[config.mk]
export PLATFORM = sky130hd
export DESIGN_NAME = systolic_feeder
export DESIGN_NICKNAME = d
export VERILOG_FILES = /design/src/rtl/tpu_pkg.sv /design/src/rtl/skew_line.sv /design/src/rtl/systolic_feeder.sv
export SDC_FILE = /design/constraint.sdc
export NUM_CORES = 1
export LEC_CHECK = 0
export ABC_AREA = 1
export BUFFER_PORTS_ARGS = -buffer_cell sky130_fd_sc_hd__buf_2
export CAP_MARGIN = 5
export CORE_MARGIN = 3
export CORE_UTILIZATION = 45
export CTS_CLUSTER_SIZE = 28
export DETAILED_ROUTE_END_ITERATION = 6
export PLACE_DENSITY = 0.73
export RECOVER_POWER = 100
export SLEW_MARGIN = 20
export SYNTH_ARGS = -nofsm -noshare
export SYNTH_HDL_FRONTEND = slang
export SYNTH_SLANG_ARGS = --single-unit
[constraint.sdc]
create_clock -name clk -period 1.8 [get_ports clk]
set_input_delay 0.18 -clock clk [delete_from_list [all_inputs] [get_ports clk]]
set_output_delay 0.18 -clock clk [all_outputs]
set_load 0.01 [all_outputs]
[src/rtl/tpu_pkg.sv]
// Shared definitions for the systolic array front end.
// Holds the feeder state encoding and the default drain counter width.
package tpu_pkg;

   typedef enum logic [1:0] {
      FEED_IDLE  = 2'd0,
      FEED_CLEAR = 2'd1,
      FEED_FEED  = 2'd2,
      FEED_DRAIN = 2'd3
   } feed_state_e;

   localparam int FEED_N  = 4;
   localparam int DRAIN_W = $clog2(2 * FEED_N);

endpackage

[src/rtl/skew_line.sv]
// Fixed-depth delay line: pushes data when din_vld, else zero; output is the last stage.
// Latency DEPTH cycles; no backpressure, shifts every cycle.
module skew_line #(
   parameter int WIDTH = 8,
   parameter int DEPTH = 1
) (
   input  logic             clk,
   input  logic             rst_n,
   input  logic             din_vld,
   input  logic [WIDTH-1:0] din_dat,
   output logic [WIDTH-1:0] dout
);

   logic [WIDTH-1:0] stage_q [DEPTH];
   logic [WIDTH-1:0] stage_d [DEPTH];

   always_comb begin
      stage_d[0] = din_vld ? din_dat : '0;
      for (int k = 1; k < DEPTH; k++) begin
         stage_d[k] = stage_q[k-1];
      end
   end

   always_ff @(posedge clk or negedge rst_n) begin
      if (!rst_n) begin
         for (int k = 0; k < DEPTH; k++) begin
            stage_q[k] <= '0;
         end
      end else begin
         for (int k = 0; k < DEPTH; k++) begin
            stage_q[k] <= stage_d[k];
         end
      end
   end

   assign dout = stage_q[DEPTH-1];

endmodule

[src/rtl/systolic_feeder.sv]
// Skews A/B operand lanes into an NxN array and sequences clear/feed/drain/done per job.
// Lane i delayed i+1 cycles; in_ready is registered and high only in FEED (no path from in_valid).
module systolic_feeder
   import tpu_pkg::*;
#(
   parameter int WIDTH = 8,
   parameter int N     = 4
) (
   input  logic             clk,
   input  logic             rst_n,
   input  logic             start,
   input  logic [N*WIDTH-1:0] in_a,
   input  logic [N*WIDTH-1:0] in_b,
   input  logic             in_valid,
   input  logic             in_last,
   output logic             in_ready,
   output logic             clear,
   output logic [N*WIDTH-1:0] a_edge,
   output logic [N*WIDTH-1:0] b_edge,
   output logic             busy,
   output logic             done
);

   localparam int CNT_W = $clog2(2 * N);
   localparam logic [CNT_W-1:0] DRAIN_LOAD = CNT_W'(2 * N - 2);

   feed_state_e      state_q, state_d;
   logic [CNT_W-1:0] cnt_q, cnt_d;
   logic             clear_q, clear_d;
   logic             done_q, done_d;
   logic             in_ready_q, in_ready_d;
   logic             accept;

   assign accept = in_valid && in_ready_q;

   always_comb begin
      state_d = state_q;
      cnt_d   = cnt_q;
      done_d  = 1'b0;
      unique case (state_q)
         FEED_IDLE: begin
            if (start) state_d = FEED_CLEAR;
         end
         FEED_CLEAR: begin
            state_d = FEED_FEED;
         end
         FEED_FEED: begin
            if (accept && in_last) begin
               state_d = FEED_DRAIN;
               cnt_d   = DRAIN_LOAD;
            end
         end
         FEED_DRAIN: begin
            // Last product reaches PE[N-1][N-1] 2N-1 edges after the final beat.
            if (cnt_q == '0) begin
               state_d = FEED_IDLE;
               done_d  = 1'b1;
            end else begin
               cnt_d = cnt_q - CNT_W'(1);
            end
         end
         default: state_d = FEED_IDLE;
      endcase
      clear_d    = (state_d == FEED_CLEAR);
      in_ready_d = (state_d == FEED_FEED);
   end

   always_ff @(posedge clk or negedge rst_n) begin
      if (!rst_n) begin
         state_q    <= FEED_IDLE;
         cnt_q      <= '0;
         clear_q    <= 1'b0;
         done_q     <= 1'b0;
         in_ready_q <= 1'b0;
      end else begin
         state_q    <= state_d;
         cnt_q      <= cnt_d;
         clear_q    <= clear_d;
         done_q     <= done_d;
         in_ready_q <= in_ready_d;
      end
   end

   assign in_ready = in_ready_q;
   assign clear    = clear_q;
   assign done     = done_q;
   assign busy     = (state_q != FEED_IDLE);

   for (genvar i = 0; i < N; i++) begin : g_lane
      skew_line #(.WIDTH(WIDTH), .DEPTH(i + 1)) u_skew_a (
         .clk     (clk),
         .rst_n   (rst_n),
         .din_vld (accept),
         .din_dat (in_a[i*WIDTH +: WIDTH]),
         .dout    (a_edge[i*WIDTH +: WIDTH])
      );
      skew_line #(.WIDTH(WIDTH), .DEPTH(i + 1)) u_skew_b (
         .clk     (clk),
         .rst_n   (rst_n),
         .din_vld (accept),
         .din_dat (in_b[i*WIDTH +: WIDTH]),
         .dout    (b_edge[i*WIDTH +: WIDTH])
      );
   end

endmodule

Word-level counts from Yosys, hierarchy flattened:

Cells that the tools add are included.

* input port bits: 69
* logic and storage cells: 57
* output and inout port bits: 68
* register bits: 168

* reduce and logical (&&, ||, !) cells: 7
* add/sub/neg operators: 1
* eq/ne operators: 7
* muxes and demuxes: 17

Operators by type and width (number)
* $mux W8: 8
* $pmux W2 S4: 1
* $eq A2 B2 Y1 const B: 3
* $mux W2: 3
* $mux W3: 2
* $pmux W3 S2: 1
* $eq A2 B1 Y1 const B: 2
* $ne A2 B2 Y1 const B: 2
* $reduce_bool A2 Y1: 2
* $logic_not A3 Y1: 1
* $reduce_and A3 Y1: 1
* $sub A3 B1 Y3 const B: 1
* $logic_and A1 B1 Y1: 2
* $logic_not A2 Y1: 1
* $mux W1: 2

Depth between registers and ports, before layout:

* word-level depth: 5
* depth in mapped cells: 7
* depth with buffers taken out: 7

Hierarchy:

Synthesis repeated with hierarchy kept, for this count alone.

* cells, all modules: 340
* area total of the unflattened synthesis: 4912.2 µm²

By module, submodules not included
* skew_line (g_lane[3].u_skew_a ...): instances 2, sequential area each 800.8 µm², area each 865.8 µm², cells an instance 49
* skew_line (g_lane[2].u_skew_a ...): instances 2, sequential area each 600.6 µm², area each 665.6 µm², cells an instance 41
* skew_line (g_lane[1].u_skew_a ...): instances 2, sequential area each 400.4 µm², area each 465.4 µm², cells an instance 33
* skew_line (g_lane[0].u_skew_a ...): instances 2, sequential area each 200.2 µm², area each 265.3 µm², cells an instance 25
* systolic_feeder: instances 1, sequential area each 200.2 µm², area each 387.9 µm², cells an instance 44

Least setup slack after synthesis:

OpenSTA, ideal clock, no wires.

* path type: register to register
* from: register cnt_q[0]
* to: register in_ready_q, in the netlist in_ready
* setup slack: 0.720 ns
* path buffers: 0
* stages on the path, launching flop included: 6
* clock period less this slack: 1.080 ns
* data required time: 1.675 ns
* library setup time: 0.125 ns
* data arrival time: 0.955 ns
* path through: dfrtp_1 > inv_1 > ha_1 > nand2_4 > o21ai_0 > nor2_1

* word-level cells in the longest chain between the ends: 4

RTL lines
* from (decl): line systolic_feeder.sv:28 `logic [CNT_W-1:0] cnt_q, cnt_d;`
* from (signal assigned): line systolic_feeder.sv:77 `cnt_q <= cnt_d;`
* $logic_not A3 Y1: line systolic_feeder.sv:55 `if (cnt_q == '0) begin`
* $mux W2: line systolic_feeder.sv:55
* $pmux W2 S4: line systolic_feeder.sv:40 `unique case (state_q)`
* $eq A2 B2 Y1: line systolic_feeder.sv:65 `in_ready_d = (state_d == FEED_FEED);`
* net in_ready_d: line systolic_feeder.sv:31 `logic in_ready_q, in_ready_d;`
* to (signal assigned): line systolic_feeder.sv:80 `in_ready_q <= in_ready_d;`
* to (decl): line systolic_feeder.sv:31

The timed path passes the listed nets, and every way through them passes these cells.
A chain may end at the register's enable or synchronous reset.

Worst setup path in the final report:

* from: register state_q[1]
* to: output busy

* word-level cells in the longest chain between the ends: 1

RTL lines
* from (decl): line systolic_feeder.sv:27 `feed_state_e state_q, state_d;`
* from (signal assigned): line systolic_feeder.sv:76 `state_q <= state_d;`
* $reduce_bool A2 Y1: line systolic_feeder.sv:87 `assign busy = (state_q != FEED_IDLE);`
* to (decl): line systolic_feeder.sv:20 `output logic busy,`

No other way between the ends.

==> results.cfg <==
[timing]
setup_viol = 0
grt_setup_unrepaired = no
min_period_ns = 1.47
timing.slew.headroom = 0.451
skew_ns = 0.00584
worst_slack_ns = 0.327
tightestPinTransition_ns = 0.824
timing.hold.ws_ns = 0.102
hold_viol = 0
drv_slew = 0
min_period_over_period = 0.819
tns_ns = 0
timing.fmax_mhz = 679

[worst_setup_path]
endpoint_kind = primary output
cpPeakStageDelay_ns = 0.42
critPathArrivalTime_ns = 1.29
cp.required_ns = 1.62
r2r_slack_ns = 0.37
cp_cell_sequence = nor2_1, inv_1, clkbuf_1
worstSetupPathType = reg -> out
critPathSlowestCell = dfrtp_1
startpoint_type = flop
r2r-start = in_ready
crit_fanout = 4
ff2ff_path_depth = 3
crit_end = busy
crit_path_start = state_q[1]
r2r-end = g_lane[2].u_skew_b.stage_d[10]

[clock_tree]
tritoncts = built
clk_pin_slew_worst_paths_ns = 0.06
cts.htree.levels = 4
post_cts_buffers = 0
root_buffer = clkbuf_8
cts-buffers-inserted = 17
clk_path_buf_depth = 2
cts_num_sinks = 168
clk_latency_ns = 0.50

[drt]
dr_wl_met2_um = 4990
route.met3.wl_um = 458
routed_via_density = 4.23
highest-signal-layer = met4
drt_iter0_drc = 143
vias = 2979
route.detailed.drc = 0
wl_per_cell_um = 13.1
routed_wirelength_um = 9210
ant_nets = 0
drt_pre_antenna_iters = 4
drt-met1-wl_um = 3550

[floorplan]
num_rows = 37
ios = 137
die_h_um = 111
start_util = 0.473
die_x_um = 111
design.die.area_um2 = 12400
core_area_um2 = 10600

[logic_synthesis]
synthCells = 338
synth.yosys.seq_area_share = 0.841
yosysWarnings = 0
syn-num-nets = 409
synth_cell_types = 13
synth_area_um2 = 5000
synth.avg_cell_area_um2 = 14.8
synth-seq-cells = 168

[cells_and_area]
fin_nets = 628
area_growth_pct = 38.0
drive_gt1_frac = 0.209
diodes = 0
design_area_um2 = 6890
final_cells = 705
final_util = 0.653

[pwr]
leakage_nw = 3.74
p_total_mw = 9.01
ir_drop_uv = 847
powerDensity_nw_per_um2 = 1310

[global_route]
grt_use_total = 0.164
antenna_found_initial = 0
grt_pass1_wl_um = 15800
grt_max_degree = 63
grt_overflow = 0
grt_pass1_vias = 3308

[placed_design]
dpl.hpwl_um = 5640
dpl.cell_count = 608
placed_cell_area_um2 = 5840
portBuffers = 136
routabilityCongestion = 0.753
dp_slack_ns = 0.519

[job]
cap_viol_max_count = 0

[status]
status = complete, no violations

[min_path]
hold_class = in -> reg
[synthesized netlist by cell type, drive strengths merged]
cell type / n / area [µm²]
inv: 72 / 270
nand4: 2 / 12.5
nand2: 13 / 68.8
o21ai: 1 / 5.00
dfrtp: 168 / 4200
nand3: 5 / 25.0
buf: 7 / 78.8
nor2: 68 / 308
ha: 2 / 25.0
[what timing repair did]
| action | in CTS | in global routing |
|---|---|---|
| hold buffers | 66 | 0 |
| resized for setup | 0 | 0 |
| endpoints found under the hold margin | 125 | 0 |
| endpoints found under the setup margin | 0 | 0 |
[kinds of logic (layout without fill, tap and decap cells)]
| family | Yosys count | in the layout | synth area share |
|---|---|---|---|
| flip-flops | 168 | 168 | 0.841 |
| AND/OR/NAND/NOR | 88 | 88 | 0.0829 |
| buffers and inverters | 79 | 310 | 0.0699 |
| adder cells (fa/ha/maj) | 2 | 2 | 0.00501 |
| AO/OA/AOI/OAI | 1 | 1 | 0.00100 |
[cell type report]
| cell class | instances | area [µm²] |
|---|---|---|
| clock buffer | 18 | 428 |
| clock inverter | 13 | 123 |
| fill | 791 | 3660 |
| inverter | 72 | 270 |
| multi-input combinational | 91 | 407 |
| sequential | 168 | 4200 |
| tap | 136 | 170 |
| timing repair buffer | 207 | 1290 |
[state kept, by name, indices dropped and copies added, names as in the netlist]
| signal | flops |
|---|---|
| clear | 1 |
| cnt_q | 3 |
| done | 1 |
| g_lane.u_skew_a.dout | 32 |
| g_lane.u_skew_a.stage_d | 48 |
| g_lane.u_skew_b.dout | 32 |
| g_lane.u_skew_b.stage_d | 48 |
| in_ready | 1 |
| state_q | 2 |
[power by group]
part	switching (mW)	total [mW]	internal, mW
clock	1.41	3.29	1.88
combinational	0.730	1.13	0.402
sequential	0.196	4.59	4.39
total	2.33	9.01	6.67
[routing by layer]
metal,track usage,vias up
li1,-,1404
met4,0.0779,0
met2,0.286,89
met3,0.0440,20
met5,0,-
met1,0.188,1466
[worst max-delay path, delay by kind of cell (launching register included)]
| kind | cells | cell delay [ns] |
|---|---|---|
| buffers and inverters | 2 | 0.21 |
| flip-flops | 1 | 0.42 |
| AND/OR/NAND/NOR | 1 | 0.16 |
[cells in the final DEF, fill, tap and decap left out, types with 3 or more instances in the layout]
master | Yosys | final
nand2_1 | 9 | 12
clkbuf_16 | 0 | 16
buf_2 | 0 | 67
dfrtp_1 | 168 | 168
inv_1 | 71 | 71
nor2_1 | 47 | 55
clkbuf_1 | 0 | 68
inv_6 | 0 | 4
clkbuf_2 | 0 | 3
nor2_2 | 21 | 13
nand3_1 | 5 | 5
dlygate4sd3_1 | 0 | 66
clkinvlp_4 | 0 | 4
[how the worst min path moves through the flow]
stage	startpoint	end	slack [ns]	depth (start not counted)
after floorplan	rst_n	clear	-0.12	0
after global placement	rst_n	g_lane[1].u_skew_b.dout[6]	0.18	1
after detailed placement	rst_n	g_lane[2].u_skew_a.dout[1]	0.20	1
after CTS	in_last	state_q[0]	0.09	5
after global routing	in_last	state_q[0]	0.12	5
final	in_last	state_q[0]	0.10	5
Note: power is estimated with default switching activity, not from simulation.
